$ cat src/rtl/mio_pkg.sv
// Shared defaults for the mio_modulo_or block and its counter.
//   MIO_WIDTH : default operand/result width
//   MIO_CNT_W : default width of the "z high" cycle counter
package mio_pkg;
  localparam int MIO_WIDTH = 1;
  localparam int MIO_CNT_W = 16;
endpackage : mio_pkg

$ cat src/rtl/mio_sat_counter.sv
// Saturating up-counter with synchronous clear and asynchronous reset.
// Ports:
//   clk   : rising-edge clock
//   rst_n : asynchronous active-low reset, clears count
//   clr   : synchronous clear, wins over inc
//   inc   : advance count by one, sticking at all-ones
//   count : current count value
module mio_sat_counter
  import mio_pkg::*;
#(
  parameter int CNT_W = MIO_CNT_W
) (
  input  logic             clk,
  input  logic             rst_n,
  input  logic             clr,
  input  logic             inc,
  output logic [CNT_W-1:0] count
);

  // Once all ones the counter sticks there instead of wrapping to zero.
  function automatic logic [CNT_W-1:0] sat_inc(input logic [CNT_W-1:0] v);
    logic [CNT_W-1:0] r;
    if (&v) r = v;
    else    r = v + 1'b1;
    return r;
  endfunction

  always_ff @(posedge clk or negedge rst_n) begin
    if (!rst_n) begin
      count <= '0;
    end else if (clr) begin
      count <= '0;
    end else if (inc) begin
      count <= sat_inc(count);
    end
  end

endmodule : mio_sat_counter

$ cat src/rtl/mio_modulo_or.sv
// Bitwise two-input OR with a clocked observation path.
// Ports:
//   clk      : rising-edge clock (clocked path only)
//   rst_n    : asynchronous active-low reset (clocked path only)
//   x, y     : operands
//   en       : enable for the clocked path; registers hold when low
//   clr      : synchronous clear of hi_count
//   z        : combinational x | y, independent of clock and reset
//   z_q      : z registered on enabled edges
//   z_rise   : one-cycle per-bit pulse when z_q goes 0 -> 1
//   hi_count : saturating count of enabled cycles where any bit of z is 1
module mio_modulo_or
  import mio_pkg::*;
#(
  parameter int WIDTH = MIO_WIDTH,
  parameter int CNT_W = MIO_CNT_W
) (
  input  logic             clk,
  input  logic             rst_n,
  input  logic [WIDTH-1:0] x,
  input  logic [WIDTH-1:0] y,
  input  logic             en,
  input  logic             clr,
  output logic [WIDTH-1:0] z,
  output logic [WIDTH-1:0] z_q,
  output logic [WIDTH-1:0] z_rise,
  output logic [CNT_W-1:0] hi_count
);

  logic hi_inc_p0;

  // Stage p0: combinational result, the primary function of the block.
  assign z         = x | y;
  assign hi_inc_p0 = en & (|z);

  // Stage p1: registered observation of z. z_rise compares the new z
  // against the previous z_q, so after reset a high z always pulses.
  always_ff @(posedge clk or negedge rst_n) begin
    if (!rst_n) begin
      z_q    <= '0;
      z_rise <= '0;
    end else if (en) begin
      z_q    <= z;
      z_rise <= z & ~z_q;
    end else begin
      z_rise <= '0;
    end
  end

  mio_sat_counter #(
    .CNT_W(CNT_W)
  ) u_hi_cnt (
    .clk  (clk),
    .rst_n(rst_n),
    .clr  (clr),
    .inc  (hi_inc_p0),
    .count(hi_count)
  );

endmodule : mio_modulo_or

$ cat config.mk
export PLATFORM = sky130hd
export DESIGN_NAME = mio_modulo_or
export DESIGN_NICKNAME = d
export VERILOG_FILES = /design/src/rtl/mio_pkg.sv /design/src/rtl/mio_sat_counter.sv /design/src/rtl/mio_modulo_or.sv
export SDC_FILE = /design/constraint.sdc
export NUM_CORES = 1
export LEC_CHECK = 0
export BUFFER_PORTS_ARGS = -buffer_cell sky130_fd_sc_hd__buf_4
export CORE_MARGIN = 2
export CORE_UTILIZATION = 55
export CTS_BUF_LIST = sky130_fd_sc_hd__clkbuf_4
export CTS_CLUSTER_SIZE = 12
export DETAILED_ROUTE_END_ITERATION = 6
export PLACE_DENSITY = 0.82
export SYNTH_ARGS = -nofsm -noshare
export SYNTH_HDL_FRONTEND = slang
export SYNTH_SLANG_ARGS = --single-unit
$ cat constraint.sdc
create_clock -name clk -period 2.9 [get_ports clk]
set_input_delay 0.58 -clock clk [delete_from_list [all_inputs] [get_ports clk]]
set_output_delay 0.58 -clock clk [all_outputs]
set_load 0.01 [all_outputs]
# Word-level counts from Yosys, hierarchy flattened
# Index checks and enable logic that the tools add are counted.
[op_classes]
add_sub_neg = 1
eq_ne = 1
mux = 4
n_bitwise = 4
n_reduce_logical = 3
[ops]
columns = ["operator", "count"]
rows = [
  ["2-to-1 mux 16 bit", 3],
  ["adder 16 x 1 -> 16 bit, second input constant", 1],
  ["AND reduction 16 bit", 1],
  ["bitwise AND 1 bit", 2],
  ["!= test 2 bit, second input constant", 1],
  ["AND reduction 2 bit", 1],
  ["nonzero test 2 bit", 1],
  ["2-to-1 mux 1 bit", 1],
  ["inverter 1 bit", 1],
  ["bitwise OR 1 bit", 1],
]
[totals]
regBits = 18
in_bits = 6
out_inout_bits = 19
wordCells = 16

# Longest topological paths before layout
# Gate-level depths: netlist (run 1).
[logic_depth]
word_depth = 4
depth_mapped = 6
ltp_nobuf = 5

# Modules after synthesis
# Synthesis (run 1) repeated with hierarchy kept, for this count alone.
[unflattened]
hier_cells = 106
area_unflattened_um2 = 987.2
[by_module_without_submodules]
columns = ["module", "n_inst", "cells_each", "area_each_um2", "seq_area_each_um2"]
rows = [
  ["mio_sat_counter", 1, 98, 905.9, 400.4],
  ["mio_modulo_or", 1, 8, 81.3, 50.0],
]

# Least setup slack after synthesis (run 1)
# OpenSTA, ideal clock, no wires.
[synth_timing]
path_type = "register to register"
startpoint = "register u_hi_cnt.count[0]"
endpoint = "register u_hi_cnt.count[8]"
setup_ns = 0.078
t_arrival_ns = 1.850
required_time_ns = 2.822
path_slack_ns = 0.972
stages_incl_launch_ff = 7
n_path_buf = 1
synth_period_minus_slack_ns = 1.928
cell_sequence = "dfrtp_1 -> ha_1 -> nand3_2 -> or3_1 -> clkbuf_2 -> or4b_1 -> a21oi_1"
[synth_via]
elab_chain_len = 4
elab_cells_between_ends = 7
cone_classes = "add/sub: 1; eq/ne: 1; mux: 3; reduce/logical: 2"
[synth_lines]
columns = ["item", "line_no", "text"]
rows = [
  ["from (decl)", "mio_sat_counter.sv:17", "output logic [CNT_W-1:0] count"],
  ["from (signal assigned)", "mio_sat_counter.sv:34", "count <= sat_inc(count);"],
  ["adder 16 x 1 -> 16 bit", "mio_sat_counter.sv:24", "else r = v + 1'b1;"],
  ["2-to-1 mux 16 bit", "mio_sat_counter.sv:23", "if (&v) r = v;"],
  ["2-to-1 mux 16 bit", "mio_sat_counter.sv:33", "end else if (inc) begin"],
  ["2-to-1 mux 16 bit", "mio_sat_counter.sv:31", "end else if (clr) begin"],
]
# Several ways; a longest one is shown, not always the timed one. The select of a mux whose other input is x is not followed.
# A chain may end at the register's enable or synchronous reset.

# Worst setup path after layout (run 1)
# Same ends and word-level chain as after synthesis.

==> results.md, run 1 <==
- Drt first pass iters: 4
- Yosys top cell area share: 44.9%
- Largest delay share family, worst path: simple AND/OR/NAND/NOR gates
- Area Growth Syn to Fin: 22.5%
- Die Height: 46.7 µm
- Post-place setup slack: 0.847 ns
- Psw: 120 µW
- Crit-path max FO: 8
- Synth warn: 0
- Max incr delay on CP: 0.49 ns
- Non-filler cells, final: 158
- # setup viols final: 0
- Dpl cells: 154
- Clock buffer depth: 2
- Synth area leader: dfrtp_1
- Via count: 1,017
- First-pass GRT wire length: 3.98 mm
- Syn Nets: 115
- PwrDens: 369 nW/µm²
- Area of the multi-input gates: 528 µm²
- Die width: 46.7 µm
- Core Region: 1730 µm²
- Comb pwr share: 11.8%
- 1st-iter DRT viols: 28
- Clock slew at reported path FFs: 0.10 ns
- CP Capture Type: flop
- Final hold violation count: 0
- DRT antenna net count: 0
- CP Class: reg2reg
- Routability cong.: 0.840
- Die ar.: 2180 µm²
- I/O pin cnt: 25
- Total grt overflow: 0
- Slew @ Worst Pin: 0.769 ns
- Rows: 15
- Switching share of power: 26.4%
- Total track usage: 25.6%
- Sequential Power Share: 59.8%
- Antenna violations before repair: 0
- Commonest non-fill, non-tap cells in the layout: buf_4, dfrtp_1, nor2_1, a21oi_1, nand3_1
- Setup_tns: 0 ns
- Skew final: 0.00129 ns
- Max Freq: 491 MHz
- Fill count: 146
- Clock share of power: 28.3%
- Crit-path cells: ha_1 > nand3_2 > or3_1 > or4b_1 > a21oi_1
- DR DRC count: 0
- Max-Cap Viols: 0
- Yosys reg bits: 18
- Most common cell after layout, fill and taps aside: buf_4
- Synth top area cells: dfrtp_1, a21oi_1, nand3_1
- H-tree levels: 1
- CP arrival: 2.27 ns
- CTS tree: built
- Final #Nets: 141
- Setup Fix Bufs, Post-CTS: 0
- Port bufs: 24
- Maximum vdd drop: 210 µV
- Num CTS Buffers: 3
- Reg area: 450 µm²
- Initial Utilization: 58.0%
- Final Max Slew Viols: 0
- Number of distinct library cells after synthesis: 34
- Post-CTS Hold Buffers: 0
- Unrepaired setup endpoints after global routing: false
- Critical Path Start Type: flop
- Number of global-route vias before repair: 872
- DP Wirelength: 1.65 mm
- Status: finished, final reports clean
- CTS root buffer: clkbuf_4
- Tcrit/Tclk final: 70.3%
- Share of post-route cells with drive strength above 1: 24.8%
- Synthesized area per cell: 9.28 µm²
- Minimum clock period: 2.04 ns
- Int Pwr: 333 µW
- DR WL/cell: 14.6 µm
- Max-Slew Margin vs Limit: 48.3%
- Worst skew pair latency: 0.29 ns
- Slowest CP cell: dfrtp_1
- Final WL: 2.31 mm
- Pin count of the biggest net entering global routing: 19
- Setup ws final: 0.862 ns
- N_diodes: 0
- Lkg Pwr: 0.000528 µW
- Buffers and inverters on the worst path: 0
- Hold Crit Class: in2async
- Cell area after synthesis: 1000 µm²
- Number of vias per cell: 6.44
- Cells after Synth: 108
- Cts repair resizes: 0
- Clock sinks: 18
- CP required: 3.13 ns
- Seq/Total Area, Yosys: 44.9%
-- metrics by stage --
stage	power, µW	utilization [%]	instance area [µm²]	hold slack, ns
2_1_floorplan	298	-	1000	0.284
3_3_place_gp	327	69.6	1200	0.441
3_5_place_dp	330	69.6	1200	0.447
4_1_cts	455	71.1	1230	0.137
5_1_grt	476	71.1	1230	0.132
6_report	453	71.1	1230	0.135
-- final timing paths --
check                                  startpoint           endpoint  slack [ns]  depth (start not counted)
worst min-delay path                        rst_n             z_rise        0.13                          1
worst min register to register                z_q             z_rise        0.46                          1
worst max register to register  u_hi_cnt.count[0]  u_hi_cnt.count[8]        0.86                          5
max in group asynchronous                   rst_n  u_hi_cnt.count[5]        2.58                          1
worst max-delay path            u_hi_cnt.count[0]  u_hi_cnt.count[8]        0.86                          5
min in group clk                              z_q             z_rise        0.46                          1
-- logic make-up (layout without fill, tap and decap cells) --
group	Yosys count	after routing	synth area share (%)
compound gates	27	27	17.9
fa+ha+maj	1	1	1.25
flops	18	18	44.9
buf+inv	6	31	2.37
simple gates	54	54	31.3
mux	2	2	2.25
-- synthesized netlist by cell type --
library cell  instances
o21ai_1               1
or4_1                 4
nor2_1                8
o311a_1               2
nand4_1               4
clkbuf_1              2
o21bai_1              1
o21a_1                1
nand2_1               5
and3_1                4
mux2_1                1
or2_1                 1
nand3_1               7
o21ai_2               1
nor3_2                1
nand3_2               2
mux2_2                1
nor3_1                6
or3_1                 2
nor4_1                4
inv_1                 3
o21ai_0               3
a311oi_1              2
a31oi_1               3
or4b_1                1
nor2b_1               2
ha_1                  1
clkbuf_2              1
and4_1                2
a21oi_1               8
a41oi_1               1
or2_2                 1
dfrtp_1              18
o31ai_1               4
-- metal layers --
layer | GRT usage, % | part of all wire [%] | wire length (µm) | vias up
met5 | 0 | 0 | 0 | -
met4 | 12.8 | 2.1 | 48 | 0
met3 | 5.49 | 6.9 | 160 | 8
met2 | 35.3 | 46 | 1070 | 44
met1 | 37.4 | 45 | 1040 | 489
li1 | - | - | - | 476
-- power by group through the flow --
stage	sequential, µW	combinational, µW	clock (µW)
2_1_floorplan	276	21.4	0
3_3_place_gp	274	52.9	0
3_5_place_dp	276	54.1	0
4_1_cts	271	54.0	130
5_1_grt	273	60.6	142
6_report	271	53.6	128
-- final cells by class --
class | count | area share, %
flip-flops and latches | 18 | 36.7
repair buffers | 24 | 14.7
clock inverters | 1 | 0.306
inverters | 3 | 0.917
multi-input cells | 84 | 43.0
clock buffers | 3 | 1.83
well taps | 25 | 2.55
-- worst reg2reg max path, stage by stage (launching register included) --
cell,delay (ns)
dfrtp_1,0.49
ha_1,0.26
nand3_2,0.13
or3_1,0.46
or4b_1,0.49
a21oi_1,0.15
-- sequential cells by signal, indices dropped and copies added, names as in the netlist --
signal / cells
u_hi_cnt.count: 16
z_q: 1
z_rise: 1
Power figures use the tool's default switching activity.
==> inputs of run 2 (changes only) <==
CORE_UTILIZATION = 49   (was 55)
PLACE_DENSITY = 0.77   (was 0.82)
clock period = 1.81 ns   (was 2.9 ns; I/O delays follow)
==> run 2 against run 1 <==
Against the previous run: cell count up 11%; sequential power up 61%; largest cell class unchanged; worst setup slack worse by 0.78 ns; hold slack better by 0.14 ns; maximum frequency up 18%; largest power group unchanged; utilization up 1.1 points; non-clock buffer count up 16; sequential cell count unchanged; critical path depth unchanged; die area up 11%; critical path type unchanged; register-to-register slack worse by 0.78 ns; clock power up 58%.
==> results.md, run 2 (synthesized netlist as in run 1, its figures left out) <==
- Status: finished, final reports clean
- Sequential Power Share: 58.0% (-1.8 points)
- Hold Slack: 0.277 ns (+0.142 ns)
- Worst R2R Setup Slack: 0.08 ns (-0.78 ns)
- Core Region: 1940 µm² (+12%)
- Die width: 49.2 µm (+5.4%)
- CP arrival: 1.96 ns (-0.31 ns)
- Clock share of power: 26.9% (-1.4 points)
- Fill count: 156 (+6.8%)
- Clock slew at reported path FFs: 0.10 ns (about the same)
- PwrDens: 537 nW/µm² (+46%)
- CP Class: reg2reg
- Minimum clock period: 1.73 ns (-0.307 ns)
- Final hold violation count: 0 (unchanged)
- Critical Path Start Type: flop
- Initial Utilization: 51.6% (-6.4 points)
- DR DRC count: 0 (unchanged)
- Slew @ Worst Pin: 0.461 ns (-0.308 ns)
- Slowest CP cell: or4b_1
- CTS tree: built
- Maximum vdd drop: 428 µV (+100%)
- Largest delay share family, worst path: simple AND/OR/NAND/NOR gates
- Total track usage: 23.0% (-2.6 points)
- Final WL: 2.62 mm (+13%)
- Area Growth Syn to Fin: 39.8%
- Reg area: 455 µm² (+1.1%)
- Hold Crit Class: in2reg
- Final Max Slew Viols: 0 (unchanged)
- Max-Cap Viols: 0 (unchanged)
- DRT antenna net count: 0 (unchanged)
- Worst skew pair latency: 0.29 ns (about the same)
- Port bufs: 24 (unchanged)
- Drt first pass iters: 6 (+2)
- Via count: 1,059 (+4.1%)
- Most common cell after layout, fill and taps aside: buf_4
- Number of global-route vias before repair: 957 (+9.7%)
- Clock buffer depth: 2 (unchanged)
- Routability cong.: 0.799 (-4.9%)
- First-pass GRT wire length: 4.37 mm (+9.7%)
- Setup_tns: 0 ns (unchanged)
- 1st-iter DRT viols: 54 (+93%)
- Antenna violations before repair: 0 (unchanged)
- Max incr delay on CP: 0.47 ns (-0.02 ns)
- CTS root buffer: clkbuf_4
- Switching share of power: 26.6% (+0.15 points)
- DR WL/cell: 14.9 µm (+1.8%)
- Commonest non-fill, non-tap cells in the layout: buf_4, dfrtp_1, a21oi_1
- Biggest regs: u_hi_cnt.count (16), z_q (1), z_rise (1)
- Crit-path max FO: 6 (-2)
- Pin count of the biggest net entering global routing: 19 (unchanged)
- Area after DPL: 1330 µm² (+11%)
- Max Freq: 578 MHz (+18%)
- Tcrit/Tclk final: 95.6% (+25 points)
- Setup Fix Bufs, Post-CTS: 0 (unchanged)
- Design Area, Final: 1400 µm² (+14%)
- Final #Nets: 157 (+11%)
- Skew final: 0.00622 ns (+0.00493 ns)
- Clock sinks: 18 (unchanged)
- Utilization after layout: 72.2% (+1.1 points)
- Psw: 200 µW (+67%)
- Most flops, register: u_hi_cnt.count
- Num CTS Buffers: 3 (unchanged)
- CP Capture Type: flop
- N_diodes: 0 (unchanged)
- H-tree levels: 1 (unchanged)
- Int Pwr: 553 µW (+66%)
- Comb pwr share: 15.1% (+3.3 points)
- Number of vias per cell: 6.02 (-6.5%)
- # setup viols final: 0 (unchanged)
- Max reg flops: 16 (unchanged)
- DP Wirelength: 1.91 mm (+15%)
- I/O pin cnt: 25 (unchanged)
- Crit-path cells: ha_4 > nand3_4 > or3_4 > or4b_1 > a21oi_1
- Share of post-route cells with drive strength above 1: 38.3% (+13 points)
- CP required: 2.04 ns (-1.09 ns)
- Die Height: 49.2 µm (+5.4%)
- Total grt overflow: 0 (unchanged)
- Area of the multi-input gates: 572 µm² (+8.3%)
- Die ar.: 2420 µm² (+11%)
- Max-Slew Margin vs Limit: 69.0% (+21 points)
- Lkg Pwr: 0.000621 µW (+18%)
- Rows: 16 (+1)
- Buffers and inverters on the worst path: 0 (unchanged)
-- run 2: per-stage QoR --
stage	cells	worst slack (ns)	power [µW]
final	176	0.0791	753
after global routing	176	-0.00550	789
after CTS	176	0.0229	747
after detailed placement	171	0.0400	548
after global placement	171	0.0631	543
after floorplan	108	0.00556	485
-- run 2: timing repair --
action | in CTS | in global routing
gates resized for setup | 0 | 8
hold endpoints to repair | 18 | 0
setup endpoints to repair | 0 | 7
hold buffers | 1 | 0
-- run 2: per-layer routing --
layer,vias up,share of wire [%],GRT usage [%]
li1,509,-,-
met1,499,43,32.0
met2,46,48,37.8
met3,5,7.8,2.45
met4,0,1.3,6.67
met5,-,0,0
-- run 2: worst paths after layout --
kind                                   start                 to  cells after the start
max                        u_hi_cnt.count[1]  u_hi_cnt.count[8]                      5
min                                       en                z_q                      2
max reg2reg                u_hi_cnt.count[1]  u_hi_cnt.count[8]                      5
min reg2reg                              z_q             z_rise                      1
max in group asynchronous              rst_n  u_hi_cnt.count[1]                      2
min in group asynchronous              rst_n  u_hi_cnt.count[8]                      2
-- run 2: power groups by stage --
stage | clock network (µW) | registers (µW) | logic [µW]
CTS | 205 | 435 | 107
global route | 224 | 439 | 125
finish | 202 | 437 | 114
floorplan | 0 | 449 | 36.7
detailed placement | 0 | 443 | 105
global placement | 0 | 441 | 102
-- run 2: layout make-up --
cell class                      instances  share of cell area, %
Clock buffer                            3                   1.61
Clock inverter                          1                  0.268
Timing Repair Buffer                   40                   21.6
Tap cell                               27                   2.41
Multi-Input combinational cell         84                   40.8
Sequential cell                        18                   32.5
Inverter                                3                  0.804
